### src/rtl/num_pkg.sv
// Shared definitions for the num_* arithmetic blocks: divider FSM states,
// counter sizing and signed saturation bounds.
package num_pkg;

  localparam int NUM_MAXW = 128;

  typedef enum logic [1:0] {
    IDLE  = 2'd0,
    RUN   = 2'd1,
    FIXUP = 2'd2,
    DONE  = 2'd3
  } num_div_state_e;

  // Width of a counter that must reach the value n inclusive.
  function automatic int num_cnt_width(input int n);
    return (n < 32'sd1) ? 32'sd1 : $clog2(n + 32'sd1);
  endfunction

  function automatic logic signed [NUM_MAXW-1:0] num_smax_val(input int width);
    logic signed [NUM_MAXW-1:0] one_v;
    one_v = {{(NUM_MAXW-1){1'b0}}, 1'b1};
    return (one_v <<< (width - 32'sd1)) - one_v;
  endfunction

  function automatic logic signed [NUM_MAXW-1:0] num_smin_val(input int width);
    return ~num_smax_val(width);
  endfunction

endpackage

### src/rtl/num_udiv_core.sv
// Unsigned restoring division core: start loads the operands, each step
// resolves one quotient bit MSB first, last flags that every bit is resolved.
module num_udiv_core
  import num_pkg::*;
#(
  parameter int DVD_WIDTH = 32,
  parameter int DVS_WIDTH = 32
) (
  input  logic                 clk,
  input  logic                 reset,
  input  logic                 start,
  input  logic                 step,
  input  logic [DVD_WIDTH-1:0] dvd,
  input  logic [DVS_WIDTH-1:0] dvs,
  output logic [DVD_WIDTH-1:0] q,
  output logic                 last
);

  localparam int CNT_WIDTH = num_cnt_width(DVD_WIDTH);
  localparam logic [CNT_WIDTH-1:0] CNT_END = CNT_WIDTH'(DVD_WIDTH);
  localparam logic [CNT_WIDTH-1:0] CNT_ONE = CNT_WIDTH'(1'b1);

  logic [DVD_WIDTH-1:0] dvd_r;
  logic [DVD_WIDTH-1:0] q_r;
  logic [DVS_WIDTH-1:0] dvs_r;
  logic [DVS_WIDTH-1:0] rem_r;
  logic [CNT_WIDTH-1:0] count_r;
  logic [DVS_WIDTH:0]   rem_shift_s;
  logic [DVS_WIDTH:0]   rem_diff_s;
  logic [DVS_WIDTH-1:0] rem_nx_s;
  logic                 fit_s;
  logic                 last_s;

  // Trial subtraction; a clear borrow bit means the divisor fits.
  always_comb begin
    rem_shift_s = {rem_r, dvd_r[DVD_WIDTH-1]};
    rem_diff_s  = rem_shift_s - {1'b0, dvs_r};
    fit_s       = ~rem_diff_s[DVS_WIDTH];
    if (fit_s) begin
      rem_nx_s = rem_diff_s[DVS_WIDTH-1:0];
    end else begin
      rem_nx_s = rem_shift_s[DVS_WIDTH-1:0];
    end
  end

  assign last_s = (count_r == CNT_END);

  // Operand, partial remainder, quotient and step-count registers.
  always_ff @(posedge clk) begin
    if (!reset) begin
      dvd_r   <= '0;
      dvs_r   <= '0;
      rem_r   <= '0;
      q_r     <= '0;
      count_r <= '0;
    end else if (start) begin
      dvd_r   <= dvd;
      dvs_r   <= dvs;
      rem_r   <= '0;
      q_r     <= '0;
      count_r <= '0;
    end else if (step && !last_s) begin
      dvd_r   <= dvd_r << 1'b1;
      rem_r   <= rem_nx_s;
      q_r     <= (q_r << 1'b1) | DVD_WIDTH'(fit_s);
      count_r <= count_r + CNT_ONE;
    end
  end

  assign q    = q_r;
  assign last = last_s;

endmodule

### src/rtl/num_sdiv.sv
// Iterative signed fixed-point divider, out = trunc(left * 2^OUT_LSB / right),
// with go/done handshake. Define NUM_SDIV_SAT_EN for saturating overflow.
module num_sdiv
  import num_pkg::*;
#(
  parameter int LEFT_WIDTH  = 32,
  parameter int RIGHT_WIDTH = 32,
  parameter int OUT_WIDTH   = 32,
  parameter int OUT_LSB     = 0
) (
  input  logic                   clk,
  input  logic                   reset,
  input  logic                   go,
  input  logic [LEFT_WIDTH-1:0]  left,
  input  logic [RIGHT_WIDTH-1:0] right,
  output logic [OUT_WIDTH-1:0]   out,
  output logic                   done
);

  localparam int N  = LEFT_WIDTH + OUT_LSB;
  localparam int QW = N + 1;

  num_div_state_e          state_r;
  num_div_state_e          state_nx_s;
  logic                    neg_r;
  logic                    dz_r;
  logic                    done_r;
  logic [OUT_WIDTH-1:0]    out_r;
  logic [OUT_WIDTH-1:0]    out_nx_s;
  logic [LEFT_WIDTH-1:0]   left_mag_s;
  logic [RIGHT_WIDTH-1:0]  right_mag_s;
  logic [N-1:0]            dvd_s;
  logic [N-1:0]            q_s;
  logic                    start_s;
  logic                    step_s;
  logic                    last_s;
  logic signed [QW-1:0]    q_signed_s;

`ifdef NUM_SDIV_SAT_EN
  localparam logic signed [NUM_MAXW-1:0] SMAX = num_smax_val(OUT_WIDTH);
  localparam logic signed [NUM_MAXW-1:0] SMIN = num_smin_val(OUT_WIDTH);
  logic                        left_neg_r;
  logic signed [NUM_MAXW-1:0]  q_wide_s;
`endif

  // Magnitudes are unsigned, so the most-negative operand still fits.
  assign left_mag_s  = left[LEFT_WIDTH-1] ? -left : left;
  assign right_mag_s = right[RIGHT_WIDTH-1] ? -right : right;
  assign dvd_s       = N'(left_mag_s) << OUT_LSB;

  num_udiv_core #(
    .DVD_WIDTH (N),
    .DVS_WIDTH (RIGHT_WIDTH)
  ) u_core (
    .clk   (clk),
    .reset (reset),
    .start (start_s),
    .step  (step_s),
    .dvd   (dvd_s),
    .dvs   (right_mag_s),
    .q     (q_s),
    .last  (last_s)
  );

  // Handshake FSM next state and core controls; dropping go aborts.
  always_comb begin
    state_nx_s = state_r;
    start_s    = 1'b0;
    step_s     = 1'b0;
    case (state_r)
      IDLE: begin
        if (go) begin
          state_nx_s = RUN;
          start_s    = 1'b1;
        end else begin
          state_nx_s = IDLE;
        end
      end
      RUN: begin
        step_s = go;
        if (!go) begin
          state_nx_s = IDLE;
        end else if (last_s) begin
          state_nx_s = FIXUP;
        end else begin
          state_nx_s = RUN;
        end
      end
      FIXUP: begin
        if (go) begin
          state_nx_s = DONE;
        end else begin
          state_nx_s = IDLE;
        end
      end
      DONE:    state_nx_s = IDLE;
      default: state_nx_s = IDLE;
    endcase
  end

  // Sign restoration and overflow / divide-by-zero policy.
  always_comb begin
    if (neg_r) begin
      q_signed_s = -$signed({1'b0, q_s});
    end else begin
      q_signed_s = $signed({1'b0, q_s});
    end
`ifdef NUM_SDIV_SAT_EN
    q_wide_s = NUM_MAXW'(q_signed_s);
    if (dz_r) begin
      out_nx_s = left_neg_r ? OUT_WIDTH'(SMIN) : OUT_WIDTH'(SMAX);
    end else if (q_wide_s > SMAX) begin
      out_nx_s = OUT_WIDTH'(SMAX);
    end else if (q_wide_s < SMIN) begin
      out_nx_s = OUT_WIDTH'(SMIN);
    end else begin
      out_nx_s = OUT_WIDTH'(q_wide_s);
    end
`else
    if (dz_r) begin
      out_nx_s = '1;
    end else begin
      out_nx_s = OUT_WIDTH'(q_signed_s);
    end
`endif
  end

  // State, operand flags and registered outputs.
  always_ff @(posedge clk) begin
    if (!reset) begin
      state_r    <= IDLE;
      neg_r      <= 1'b0;
      dz_r       <= 1'b0;
      out_r      <= '0;
      done_r     <= 1'b0;
`ifdef NUM_SDIV_SAT_EN
      left_neg_r <= 1'b0;
`endif
    end else begin
      state_r <= state_nx_s;
      done_r  <= (state_nx_s == DONE);
      if (start_s) begin
        neg_r      <= left[LEFT_WIDTH-1] ^ right[RIGHT_WIDTH-1];
        dz_r       <= (right == '0);
`ifdef NUM_SDIV_SAT_EN
        left_neg_r <= left[LEFT_WIDTH-1];
`endif
      end
      if ((state_r == FIXUP) && go) begin
        out_r <= out_nx_s;
      end
    end
  end

  assign out  = out_r;
  assign done = done_r;

endmodule

### config.mk
export PLATFORM = sky130hd
export DESIGN_NAME = num_sdiv
export DESIGN_NICKNAME = d
export VERILOG_FILES = /design/src/rtl/num_pkg.sv /design/src/rtl/num_udiv_core.sv /design/src/rtl/num_sdiv.sv
export SDC_FILE = /design/constraint.sdc
export NUM_CORES = 1
export LEC_CHECK = 0
export ABC_CLOCK_PERIOD_IN_PS = 5300
export BUFFER_PORTS_ARGS = -buffer_cell sky130_fd_sc_hd__buf_4
export CORE_MARGIN = 2
export CORE_UTILIZATION = 35
export CTS_BUF_LIST = sky130_fd_sc_hd__clkbuf_4 sky130_fd_sc_hd__clkbuf_8
export CTS_CLUSTER_SIZE = 40
export DETAILED_ROUTE_END_ITERATION = 10
export PLACE_DENSITY = 0.58
export SYNTH_ARGS = -nofsm -noshare
export SYNTH_HDL_FRONTEND = slang
export SYNTH_SLANG_ARGS = --single-unit
### constraint.sdc
create_clock -name clk -period 5.3 [get_ports clk]
set_input_delay 0.265 -clock clk [delete_from_list [all_inputs] [get_ports clk]]
set_output_delay 0.265 -clock clk [all_outputs]
set_load 0.01 [all_outputs]
## After elaboration in Yosys (flattened, before gate mapping)

Index checks and enable logic that the tools add are counted.
Widths: inputs -> output; s select.

| storage, ports and cells | value |
|---|---|
| register bits | 171 |
| input bits | 67 |
| output and inout port bits | 33 |
| word-level logic and storage cells | 46 |

| cells by class | value |
|---|---|
| $add $sub $neg | 5 |
| mux-type cells | 15 |
| reduce and logical (&&, ||, !) cells | 7 |
| equality and inequality tests | 5 |
| bitwise gates (word level) | 4 |

Operator list:

| cell | count |
|---|---|
| $mux 32 | 7 |
| $neg 32->32 | 3 |
| $sub 33x32->33 | 1 |
| $logic_not 32->1 | 1 |
| $or 32x1->32 | 1 |
| $pmux 2 s4 | 1 |
| $add 6x1->6 const B | 1 |
| $eq 2x2->1 const B | 3 |
| $eq 6x6->1 const B | 1 |
| $mux 2 | 3 |
| $mux 1 | 4 |
| $eq 2x1->1 const B | 1 |
| $logic_and 1x1->1 | 2 |
| $logic_not 2->1 | 1 |
| $not 1->1 | 2 |
| $reduce_bool 2->1 | 1 |
| $reduce_or 2->1 | 1 |
| $logic_not 1->1 | 1 |
| $xor 1x1->1 | 1 |

## Depth between registers and ports, before layout

Gate-level depths: netlist of run 1.

| depth | value |
|---|---|
| word-level depth | 5 |
| gate-level depth with buffers | 13 |
| gate-level depth less buffers | 12 |

## By module

From an unflattened synthesis of run 1, not the netlist that was laid out.

| unflattened totals | value |
|---|---|
| cells, all modules | 1,376 |
| area, all modules | 10,702.8 um2 |

Modules (own cells, without submodules):

| module | sequential area each (um2) | area each (um2) | cells an instance | instances |
|---|---|---|---|---|
| num_udiv_core | 2,682.6 | 7,394.6 | 952 | 1 |
| num_sdiv | 740.7 | 3,308.2 | 424 | 1 |

## Worst setup path after synthesis of run 1

Ideal clock, no wire load.

| path | value |
|---|---|
| path kind | reg2reg |
| from | register u_core.dvd_r[31] |
| to | register u_core.rem_r[2] |
| required time | 5.163 ns |
| arrival time | 2.981 ns |
| setup time | 0.137 ns |
| cell stages (with the launch flop) | 14 |
| period minus slack after synthesis | 3.118 ns |
| path slack | 2.182 ns |
| path buffers | 1 |
| cell sequence | dfxtp_1 -> inv_1 -> ha_1 -> fa_1 -> nor2b_1 -> o31ai_1 -> a31o_2 -> a2111oi_0 -> a211oi_1 -> o21ai_2 -> xnor2_2 -> buf_2 -> mux2i_1 -> a211oi_1 |

| on the way | value |
|---|---|
| cells in the longest elaborated chain, start to end | 2 |

RTL lines:

| item | RTL line | source |
|---|---|---|
| from (decl) | num_udiv_core.sv:23 | `logic [DVD_WIDTH-1:0] dvd_r;` |
| from (signal assigned) | num_udiv_core.sv:57 | `dvd_r <= dvd;` |
| from (signal assigned) | num_udiv_core.sv:63 | `dvd_r <= dvd_r << 1'b1;` |
| $sub 33x32->33 | num_udiv_core.sv:37 | `rem_diff_s = rem_shift_s - {1'b0, dvs_r};` |
| $mux 32 | num_udiv_core.sv:39 | `if (fit_s) begin` |
| to (signal assigned) | num_udiv_core.sv:64 | `rem_r <= rem_nx_s;` |
| to (decl) | num_udiv_core.sv:26 | `logic [DVS_WIDTH-1:0] rem_r;` |

No other way between the ends.
A chain may end at the register's enable or synchronous reset.

## Worst setup path after layout of run 1

| path | value |
|---|---|
| from | register u_core.dvs_r[21] |
| to | register u_core.rem_r[27] |

| on the way | value |
|---|---|
| cells in the longest elaborated chain, start to end | 2 |

RTL lines:

| item | RTL line | source |
|---|---|---|
| from (decl) | num_udiv_core.sv:25 | `logic [DVS_WIDTH-1:0] dvs_r;` |
| from (signal assigned) | num_udiv_core.sv:58 | `dvs_r <= dvs;` |
| $sub 33x32->33 | num_udiv_core.sv:37 |  |
| $mux 32 | num_udiv_core.sv:39 |  |

No other way between the ends.

==> metrics.md, run 1 <==
| Metric | Value |
|---|---|
| Largest net degree at the start of global routing | `94` |
| Post-CTS Setup Bufs | `0` |
| R2R cell count | `11` |
| Chip Height | `175 um` |
| Total grt overflow | `0` |
| GPL Wtd Cong | `0.854` |
| Synthesized Nets | `1416` |
| Hold WC Path Type | `input port to register` |
| Sequential area share after synthesis | `33.3%` |
| Crit-path slowest cell | `xnor2_1` |
| Combinational fraction of design power | `21.4%` |
| Relative slew margins | `14.4%` |
| # setup viols final | `0` |
| Vias in the first global route | `8796` |
| CP cell instances | `inv_1 > ha_1 > a21oi_1 > o21ai_0 > a21oi_1 > o21ai_0 > a211oi_1 > o21ai_2 > xnor2_1 > a31oi_1 > o22ai_1` |
| Top_reg_cell synth | `dfxtp_1` |
| Peak VDD IR | `165 uV` |
| Core Area | `28900 sq um` |
| Via/cell ratio | `5.32` |
| Area leader, netlist | `dfxtp_1` |
| Final setup TNS | `0 ns` |
| Sequential power share | `45.9%` |
| Synth top area share | `33.3%` |
| Switching Share | `31.4%` |
| EDFF count, synth | `0` |
| Top Ports | `100` |
| Synth Register Bits | `171` |
| Fraction of layout cells with a size suffix above 1 | `12.2%` |
| Fmax | `265 MHz` |
| Post-Route Utilization | `40.4%` |
| Residual DRC | `0` |
| WL/cell | `15.1 um` |
| Post-layout nets | `1458` |
| CTS resizes | `0` |
| RSZ-0062 raised after global routing | `false` |
| Hold Fails Final Rpt | `0` |
| Clk_skew | `0.0191 ns` |
| Port Buf Inserts | `99` |
| Total track usage | `17.4%` |
| Synthesized area | `10300 sq um` |
| Outcome | `completed` |
| Post-synth ARST share | `0%` |
| Count leader, synth | `nand2_1` |
| Pleak | `0.00450 uW` |
| Row Count | `62` |
| Pwr/cell area | `253 nW/um^2` |
| Yosys warns | `0` |
| Worst setup EP type | `register` |
| CTS H-tree depth | `4` |
| Post-layout min period | `3.78 ns` |
| Drt total wl | `26400 um` |
| Crit Path Max Fanout | `13` |
| TritonCTS clock tree | `yes` |
| Synth cell types | `68` |
| Type of the worst setup path | `register to register` |
| Root buffer cell | `clkbuf_8` |
| Die area | `30800 sq um` |
| Startpoint types | `register` |
| Switching power | `927 uW` |
| Clk sinks | `171` |
| First-pass GRT wire length | `44200 um` |
| HPWL after DPL | `18900 um` |
| Die width | `175 um` |
| Initial drt markers | `530` |
| Ranking of synthesized cells by area | `dfxtp_1, nand2_1, xor2_1` |
| CP peak stage delay | `1.02 ns` |
| Max cap viols | `0` |
| Mean post-synth cell area | `7.85 sq um` |
| Later-pin clock latency in the skew report | `0.47 ns` |
| Tcrit/Tclk final | `71.3%` |
| Hold-fix buffers at CTS | `0` |
| Largest buffer count on any clock path | `2` |
| Syn-to-layout area delta | `13.3%` |
| Power, Total | `2960 uW` |
| Clock buffers created by TritonCTS | `17` |
| Hold Path Stages | `3` |
| Worst path buffer plus inverter count | `1` |
| CP top delay family | `compound AO/OA/AOI/OAI gates` |
| Worst EP arrival | `4.16 ns` |
| # diodes | `0` |
| Clock share of power | `32.7%` |
| DR pass1 iterations | `5` |
| Initial antenna violation count | `0` |
| WP depth | `11` |
| Cell Int Power | `2030 uW` |
| Gate Count Post-Synth | `1311` |
| Final Slew Violations | `0` |
| Via count | `9312` |
| Clk slew on worst S/H paths | `0.10 ns` |
| Initial Util | `35.7%` |
| Top cells by count, synth | `nand2_1, dfxtp_1, nor2_1, a21oi_1, xor2_1` |
| Worst Tran Pin Value | `1.27 ns` |
| Post-DRT Antenna Nets | `0` |
| Worst EP required | `5.68 ns` |
[through the flow]
step / setup WS [ns] / cell area [sq um] / std cells / hold slack, ns
floorplan: 2.18 / 10300 / 1311 / 0.401
global placement: 1.60 / 11300 / 1718 / 0.449
detailed placement: 1.53 / 11300 / 1718 / 0.458
CTS: 1.51 / 11700 / 1749 / 0.0300
global route: 1.17 / 11700 / 1749 / 0.0444
finish: 1.52 / 11700 / 1749 / 0.0625
[kinds of logic after synthesis]
group           Yosys count  synth area share (%)
simple gates            454                  20.4
compound gates          363                  23.4
flops                   171                  33.3
buf+inv                 141                  5.51
xor+xnor                117                  10.0
fa+ha+maj                38                  4.69
mux                      27                  2.64
[final cells by class]
cell class	instances	area (sq um)
multi-input cells	999	6330
fillers	3022	17200
repair buffers	109	818
clock buffers	18	248
clock inverters	13	155
flip-flops and latches	171	3420
inverters	55	206
well taps	384	480
[final timing paths]
kind                                                     from                       endpoint  slack [ns]
worst max-delay path            u_core.dvs_r[21]$_SDFFE_PN0P_  u_core.rem_r[27]$_SDFFE_PP0P_        1.52
worst min-delay path                                       go          state_r[0]$_SDFF_PN0_        0.06
worst max register to register  u_core.dvs_r[21]$_SDFFE_PN0P_  u_core.rem_r[27]$_SDFFE_PP0P_        1.52
worst min register to register  u_core.dvs_r[25]$_SDFFE_PN0P_  u_core.dvs_r[25]$_SDFFE_PN0P_        0.47
[layer usage]
metal / wire [um] / track usage, %
met3: 1090 / 2.84
met1: 13100 / 24.1
met5: 0 / 0
met2: 11800 / 27.7
met4: 422 / 5.20
[power by group through the flow]
| stage | logic, uW | registers [uW] | clock network (uW) |
|---|---|---|---|
| after global routing | 702 | 1370 | 1050 |
| after global placement | 624 | 1390 | 0 |
| final | 632 | 1360 | 967 |
| after floorplan | 455 | 1380 | 0 |
| after CTS | 629 | 1360 | 997 |
| after detailed placement | 627 | 1390 | 0 |
[cells in the final DEF, fill, tap and decap left out, types with 13 or more instances in the layout]
master and n:
a211oi_1 57, a21o_1 16, a21oi_1 93, a311oi_1 19, a31oi_1 16, and3_1 15
buf_4 109, clkbuf_8 18, dfxtp_1 171, ha_1 37, inv_1 54, mux2i_1 26
nand2_1 192, nand3_1 26, nand4_1 17, nor2_1 105, nor3_1 15, nor4_1 13
o21ai_0 66, o22ai_1 13, o31ai_1 29, xnor2_1 44, xor2_1 72
[flip-flops by register name, indices dropped and copies added, names as in the netlist]
signal / cells
u_core.dvd_r: 32
neg_r: 1
u_core.count_r: 6
dz_r: 1
u_core.rem_r: 32
done: 1
u_core.q: 32
out: 32
state_r: 2
u_core.dvs_r: 32
[worst min-delay path, cell delays in order]
cell,delay [ns]
buf_4,0.11
nand2_1,0.07
nor2_1,0.04
Power figures use the tool's default switching activity.
==> run 2: changes to the inputs <==
--- a/config.mk
+++ b/config.mk
@@ -5,14 +5,14 @@
 export SDC_FILE = /design/constraint.sdc
 export NUM_CORES = 1
 export LEC_CHECK = 0
-export ABC_CLOCK_PERIOD_IN_PS = 5300
+export ABC_CLOCK_PERIOD_IN_PS = 3100
 export BUFFER_PORTS_ARGS = -buffer_cell sky130_fd_sc_hd__buf_4
 export CORE_MARGIN = 2
 export CORE_UTILIZATION = 35
 export CTS_BUF_LIST = sky130_fd_sc_hd__clkbuf_4 sky130_fd_sc_hd__clkbuf_8
 export CTS_CLUSTER_SIZE = 40
 export DETAILED_ROUTE_END_ITERATION = 10
-export PLACE_DENSITY = 0.58
+export PLACE_DENSITY = 0.6
 export SYNTH_ARGS = -nofsm -noshare
 export SYNTH_HDL_FRONTEND = slang
 export SYNTH_SLANG_ARGS = --single-unit
==> constraint.sdc (replaced) <==
create_clock -name clk -period 3.1 [get_ports clk]
set_input_delay 0.155 -clock clk [delete_from_list [all_inputs] [get_ports clk]]
set_output_delay 0.155 -clock clk [all_outputs]
set_load 0.01 [all_outputs]
==> metrics.md, run 2 (synthesized netlist as in run 1, its figures left out) <==
| Metric | Value |
|---|---|
| Chip Height | `175 um (unchanged)` |
| Fmax | `329 MHz (was 265 MHz)` |
| Post-layout nets | `1544 (was 1458)` |
| Clk_skew | `0.0224 ns (was 0.0191 ns)` |
| DR pass1 iterations | `5 (unchanged)` |
| Final Slew Violations | `0 (unchanged)` |
| Port Buf Inserts | `99 (unchanged)` |
| Largest buffer count on any clock path | `2 (unchanged)` |
| Die width | `175 um (unchanged)` |
| Via count | `9733 (was 9312)` |
| Crit Path Max Fanout | `5 (was 13)` |
| Via/cell ratio | `5.30 (was 5.32)` |
| Type of the worst setup path | `register to register (unchanged)` |
| # setup viols final | `0 (unchanged)` |
| Total grt overflow | `0 (unchanged)` |
| Initial drt markers | `503 (was 530)` |
| Post-DRT Antenna Nets | `0 (unchanged)` |
| WL/cell | `15.3 um (was 15.1 um)` |
| Initial Util | `35.7% (unchanged)` |
| Core Area | `28900 sq um (unchanged)` |
| Hold Fails Final Rpt | `0 (unchanged)` |
| Outcome | `completed (unchanged)` |
| Syn-to-layout area delta | `21.9% (was 13.3%)` |
| Vias in the first global route | `9044 (was 8796)` |
| Relative slew margins | `36.9% (was 14.4%)` |
| Worst EP required | `3.42 ns (was 5.68 ns)` |
| Initial antenna violation count | `0 (unchanged)` |
| Max cap viols | `0 (unchanged)` |
| Worst Tran Pin Value | `0.942 ns (was 1.27 ns)` |
| Fraction of layout cells with a size suffix above 1 | `18.4% (was 12.2%)` |
| Pleak | `0.00496 uW (was 0.00450 uW)` |
| Drt total wl | `28200 um (was 26400 um)` |
| Fin cells | `1836 (was 1749)` |
| Commonest cells after routing, fill and taps aside | `nand2_1, buf_4, dfxtp_1 (was nand2_1, dfxtp_1, buf_4)` |
| Row Count | `62 (unchanged)` |
| Hold WC Path Type | `input port to register (unchanged)` |
| Worst setup EP type | `register (unchanged)` |
| Worst EP arrival | `3.35 ns (was 4.16 ns)` |
| Clock buffers created by TritonCTS | `17 (unchanged)` |
| Clk slew on worst S/H paths | `0.11 ns (was 0.10 ns)` |
| Startpoint types | `register (unchanged)` |
| First-pass GRT wire length | `46200 um (was 44200 um)` |
| Tcrit/Tclk final | `97.9% (was 71.3%)` |
| HPWL after DPL | `20600 um (was 18900 um)` |
| # diodes | `0 (unchanged)` |
| Die area | `30800 sq um (unchanged)` |
| Clk sinks | `171 (unchanged)` |
| Later-pin clock latency in the skew report | `0.46 ns (was 0.47 ns)` |
| Peak VDD IR | `302 uV (was 165 uV)` |
| Commonest non-fill, non-tap cell in the layout | `nand2_1 (unchanged)` |
| Root buffer cell | `clkbuf_8 (unchanged)` |
| CTS H-tree depth | `4 (unchanged)` |
| Final setup TNS | `0 ns (unchanged)` |
| Top Ports | `100 (unchanged)` |
| Pwr/cell area | `424 nW/um^2 (was 253 nW/um^2)` |
| Post-layout min period | `3.03 ns (was 3.78 ns)` |
| Residual DRC | `0 (unchanged)` |
| TritonCTS clock tree | `yes (unchanged)` |
| GPL Wtd Cong | `0.873 (was 0.854)` |
| RSZ-0062 raised after global routing | `true (was false)` |
| Largest net degree at the start of global routing | `77 (was 94)` |
| Inst Count DP | `1790 (was 1718)` |
| Total track usage | `18.1% (was 17.4%)` |
==> run 2: what timing repair did <==
item / CTS / global route
buffers inserted: 1 / 3
endpoints found under the hold margin: 11 / 0
endpoints found under the setup margin: 33 / 40
hold buffers: 10 / 0
pin swaps: 1 / 17
resized for setup: 8 / 32
==> run 2: routing by layer <==
metal	GRT usage (%)	share of wire [%]
met4	3.89	1.0
met3	2.53	2.9
met2	29.4	46
met5	0	0
met1	25.5	50
==> run 2: final cells by class <==
cell class                      count  area, sq um
Inverter                           55          206
Clock buffer                       17          234
Tap cell                          384          480
Multi-Input combinational cell    999         6470
Fill cell                        2894        16300
Sequential cell                   171         3430
Timing Repair Buffer              195         1530
Clock inverter                     15          194
==> run 2: path summary, 6_finish.rpt <==
kind / from / endpoint / slack (ns) / depth (start not counted)
hold / removal: left[9] / u_core.dvd_r[9]$_SDFFE_PN0P_ / 0.03 / 4
setup reg to reg: u_core.dvd_r[31]$_SDFFE_PN0P_ / u_core.rem_r[28]$_SDFFE_PP0P_ / 0.07 / 14
setup / recovery: u_core.dvd_r[31]$_SDFFE_PN0P_ / u_core.rem_r[28]$_SDFFE_PP0P_ / 0.07 / 14
hold reg to reg: u_core.dvs_r[25]$_SDFFE_PN0P_ / u_core.dvs_r[25]$_SDFFE_PN0P_ / 0.47 / 2
==> run 2: power by group <==
part,switching (uW),internal (uW),leakage [uW]
Combinational,699,586,0.00336
Clock,995,696,0.000212
Sequential,58.7,2280,0.00139
==> run 2: critical path, cell delays in order (launching register included) <==
cell	delay (ns)
dfxtp_2	0.34
inv_1	0.06
ha_4	0.16
fa_2	0.42
nor2b_4	0.14
o31ai_2	0.07
a31o_2	0.27
a2111oi_4	0.37
a211oi_2	0.08
o21ai_2	0.17
buf_6	0.16
xnor2_4	0.17
buf_6	0.19
mux2i_2	0.21
a211oi_1	0.09
==> run 2: stage by stage <==
step	util, %	setup WS [ns]	hold WS, ns	power [uW]	cell area [sq um]
floorplan	-	-0.00355	0.291	3140	10300
global placement	40.9	-0.174	0.442	3560	11800
detailed placement	40.9	-0.298	0.447	3570	11800
CTS	42.9	0.000229	0.000302	5290	12400
global route	43.5	-0.0832	0.0178	5590	12500
finish	43.5	0.0650	0.0301	5310	12500
==> run 3: changes to the inputs <==
--- a/config.mk
+++ b/config.mk
@@ -5,6 +5,7 @@
 export SDC_FILE = /design/constraint.sdc
 export NUM_CORES = 1
 export LEC_CHECK = 0
+export ABC_AREA = 1
 export ABC_CLOCK_PERIOD_IN_PS = 3100
 export BUFFER_PORTS_ARGS = -buffer_cell sky130_fd_sc_hd__buf_4
 export CORE_MARGIN = 2
@@ -12,7 +13,7 @@
 export CTS_BUF_LIST = sky130_fd_sc_hd__clkbuf_4 sky130_fd_sc_hd__clkbuf_8
 export CTS_CLUSTER_SIZE = 40
 export DETAILED_ROUTE_END_ITERATION = 10
-export PLACE_DENSITY = 0.6
+export PLACE_DENSITY = 0.59
 export SYNTH_ARGS = -nofsm -noshare
 export SYNTH_HDL_FRONTEND = slang
 export SYNTH_SLANG_ARGS = --single-unit
==> metrics.md, run 3 <==
| Metric | Value |
|---|---|
| Initial antenna violation count | `2 (was 0)` |
| Outcome | `completed (unchanged)` |
| Final Slew Violations | `0 (unchanged)` |
| Mean post-synth cell area | `6.07 sq um (was 7.85 sq um)` |
| Via count | `12100 (was 9733)` |
| Top Ports | `100 (unchanged)` |
| Largest buffer count on any clock path | `2 (unchanged)` |
| EDFF count, synth | `0 (unchanged)` |
| Clk sinks | `171 (unchanged)` |
| Synth Register Bits | `171 (unchanged)` |
| Hold WC Path Type | `input port to register (unchanged)` |
| Peak VDD IR | `259 uV (was 302 uV)` |
| Worst setup EP type | `register (unchanged)` |
| Gate Count Post-Synth | `1969 (was 1311)` |
| Synthesized Nets | `2074 (was 1416)` |
| WL/cell | `13.5 um (was 15.3 um)` |
| Post-DRT Antenna Nets | `0 (unchanged)` |
| Clock buffers created by TritonCTS | `17 (unchanged)` |
| CTS resizes | `0 (was 8)` |
| Post-CTS Setup Bufs | `0 (was 1)` |
| CTS H-tree depth | `4 (unchanged)` |
| Synth cell types | `50 (was 68)` |
| HPWL after DPL | `26300 um (was 20600 um)` |
| Top cells by count, synth | `nand2_1, inv_1, dfxtp_1, a21oi_1, nor2_1 (was nand2_1, dfxtp_1, nor2_1, a21oi_1, xor2_1)` |
| Pwr/cell area | `404 nW/um^2 (was 424 nW/um^2)` |
| Final setup TNS | `0 ns (unchanged)` |
| # fillers | `3689 (was 2894)` |
| Sequential area share after synthesis | `28.7% (was 33.3%)` |
| TritonCTS clock tree | `yes (unchanged)` |
| Tcrit/Tclk final | `90.0% (was 97.9%)` |
| RSZ-0062 raised after global routing | `false (was true)` |
| Synth top area share | `28.7% (was 33.3%)` |
| Largest net degree at the start of global routing | `69 (was 77)` |
| Chip Height | `189 um (was 175 um)` |
| Worst EP arrival | `3.16 ns (was 3.35 ns)` |
| Residual DRC | `0 (unchanged)` |
| Max cap viols | `0 (unchanged)` |
| Area of the multi-input gates | `6860 sq um (was 6470 sq um)` |
| Worst EP required | `3.47 ns (was 3.42 ns)` |
| Fraction of layout cells with a size suffix above 1 | `9.69% (was 18.4%)` |
| Via/cell ratio | `4.82 (was 5.30)` |
| Total grt overflow | `0 (unchanged)` |
| Register area | `3420 sq um (was 3430 sq um)` |
| First-pass GRT wire length | `56400 um (was 46200 um)` |
| Hold Fails Final Rpt | `0 (unchanged)` |
| Yosys warns | `0 (unchanged)` |
| Initial Util | `35.6% (was 35.7%)` |
| # setup viols final | `0 (unchanged)` |
| Post-layout nets | `2145 (was 1544)` |
| Ranking of synthesized cells by area | `dfxtp_1, nand2_1, inv_1 (was dfxtp_1, nand2_1, xor2_1)` |
| Row Count | `67 (was 62)` |
| Startpoint types | `register (unchanged)` |
| Commonest cells after routing, fill and taps aside | `nand2_1, inv_1, dfxtp_1 (was nand2_1, buf_4, dfxtp_1)` |
| Clk_skew | `0.0172 ns (was 0.0224 ns)` |
| Crit Path Max Fanout | `37 (was 5)` |
| Syn-to-layout area delta | `14.0% (was 21.9%)` |
| Area leader, netlist | `dfxtp_1 (unchanged)` |
| DR pass1 iterations | `5 (unchanged)` |
| Drt total wl | `33800 um (was 28200 um)` |
| Commonest non-fill, non-tap cell in the layout | `nand2_1 (unchanged)` |
| Die area | `35600 sq um (was 30800 sq um)` |
| Vias in the first global route | `11400 (was 9044)` |
| Post-layout min period | `2.79 ns (was 3.03 ns)` |
| Worst Tran Pin Value | `0.935 ns (was 0.942 ns)` |
| Pleak | `0.00686 uW (was 0.00496 uW)` |
| Clk slew on worst S/H paths | `0.09 ns (was 0.11 ns)` |
| Hold-fix buffers at CTS | `13 (was 10)` |
| Hold Slack | `0.0320 ns (was 0.0301 ns)` |
| Fmax | `358 MHz (was 329 MHz)` |
| Total track usage | `19.4% (was 18.1%)` |
| Relative slew margins | `37.6% (was 36.9%)` |
| Root buffer cell | `clkbuf_8 (unchanged)` |
| Initial drt markers | `638 (was 503)` |
| Synthesized area | `11900 sq um (was 10300 sq um)` |
| Post-synth ARST share | `0% (unchanged)` |
| Later-pin clock latency in the skew report | `0.49 ns (was 0.46 ns)` |
| Count leader, synth | `nand2_1 (unchanged)` |
| GPL Wtd Cong | `0.932 (was 0.873)` |
| Top_reg_cell synth | `dfxtp_1 (unchanged)` |
| Type of the worst setup path | `register to register (unchanged)` |
| Core Area | `33500 sq um (was 28900 sq um)` |
| Die width | `189 um (was 175 um)` |
| Port Buf Inserts | `99 (unchanged)` |
run 3: through the flow:
step | cell area (sq um) | total power (uW) | utilization [%] | instances | setup WS [ns]
finish | 13600 | 5500 | 40.6 | 2502 | 0.310
global route | 13600 | 5850 | 40.6 | 2502 | 0.0536
CTS | 13600 | 5540 | 40.6 | 2501 | 0.319
detailed placement | 13100 | 3850 | 39.0 | 2456 | 0.343
global placement | 13100 | 3840 | 39.0 | 2456 | 0.431
floorplan | 11900 | 3430 | - | 1969 | 0.918
run 3: per-layer routing:
| metal | vias to the layer above | GRT usage (%) | share of wire, % |
|---|---|---|---|
| met3 | 48 | 3.32 | 4.6 |
| met4 | 2 | 5.83 | 2.0 |
| met1 | 5428 | 25.6 | 47 |
| met5 | - | 0 | 0.035 |
| li1 | 6346 | - | - |
| met2 | 244 | 32.3 | 46 |
run 3: path summary, 6_finish.rpt:
check / start / end / slack [ns] / cells after the start
setup reg to reg: u_core.dvd_r[31]$_SDFFE_PN0P_ / u_core.rem_r[17]$_SDFFE_PP0P_ / 0.31 / 18
hold reg to reg: u_core.dvd_r[18]$_SDFFE_PN0P_ / u_core.dvd_r[18]$_SDFFE_PN0P_ / 0.47 / 2
hold / removal: right[25] / u_core.dvs_r[25]$_SDFFE_PN0P_ / 0.03 / 5
setup / recovery: u_core.dvd_r[31]$_SDFFE_PN0P_ / u_core.rem_r[17]$_SDFFE_PP0P_ / 0.31 / 18
run 3: worst max-delay path, stage by stage (launching register included):
cell	delay [ns]
dfxtp_1	0.32
inv_1	0.07
ha_1	0.22
fa_1	0.37
inv_1	0.07
nand2_1	0.07
nand2_1	0.13
nand3_2	0.08
nand2_2	0.11
nand2_2	0.08
nand2_4	0.08
nand2_2	0.08
nand2_2	0.08
nand2_4	0.11
nand2_4	0.35
buf_4	0.25
nand2_1	0.07
nand3_1	0.06
a21oi_1	0.06
run 3: power breakdown:
part           switching (uW)  internal (uW)
registers                53.8           2290
clock network             930            749
logic                     989            489
total                    1970           3530
run 3: final cells by class:
class | count | area share (%)
Antenna cell | 1 | 0.0184
Clock buffer | 17 | 1.72
Tap cell | 448 | 4.12
Timing Repair Buffer | 125 | 7.22
Clock inverter | 15 | 1.37
Multi-Input combinational cell | 1361 | 50.4
Inverter | 364 | 10.0
Sequential cell | 171 | 25.1
run 3: logic make-up after synthesis:
family                     share of synthesized area (%)
DFF                                                 28.7
buffers and inverters                               14.1
and+or+nand+nor                                     31.4
AOI/OAI and AO/OA                                   17.3
xor gates and xnor gates                            4.47
adders and majority gates                           4.04
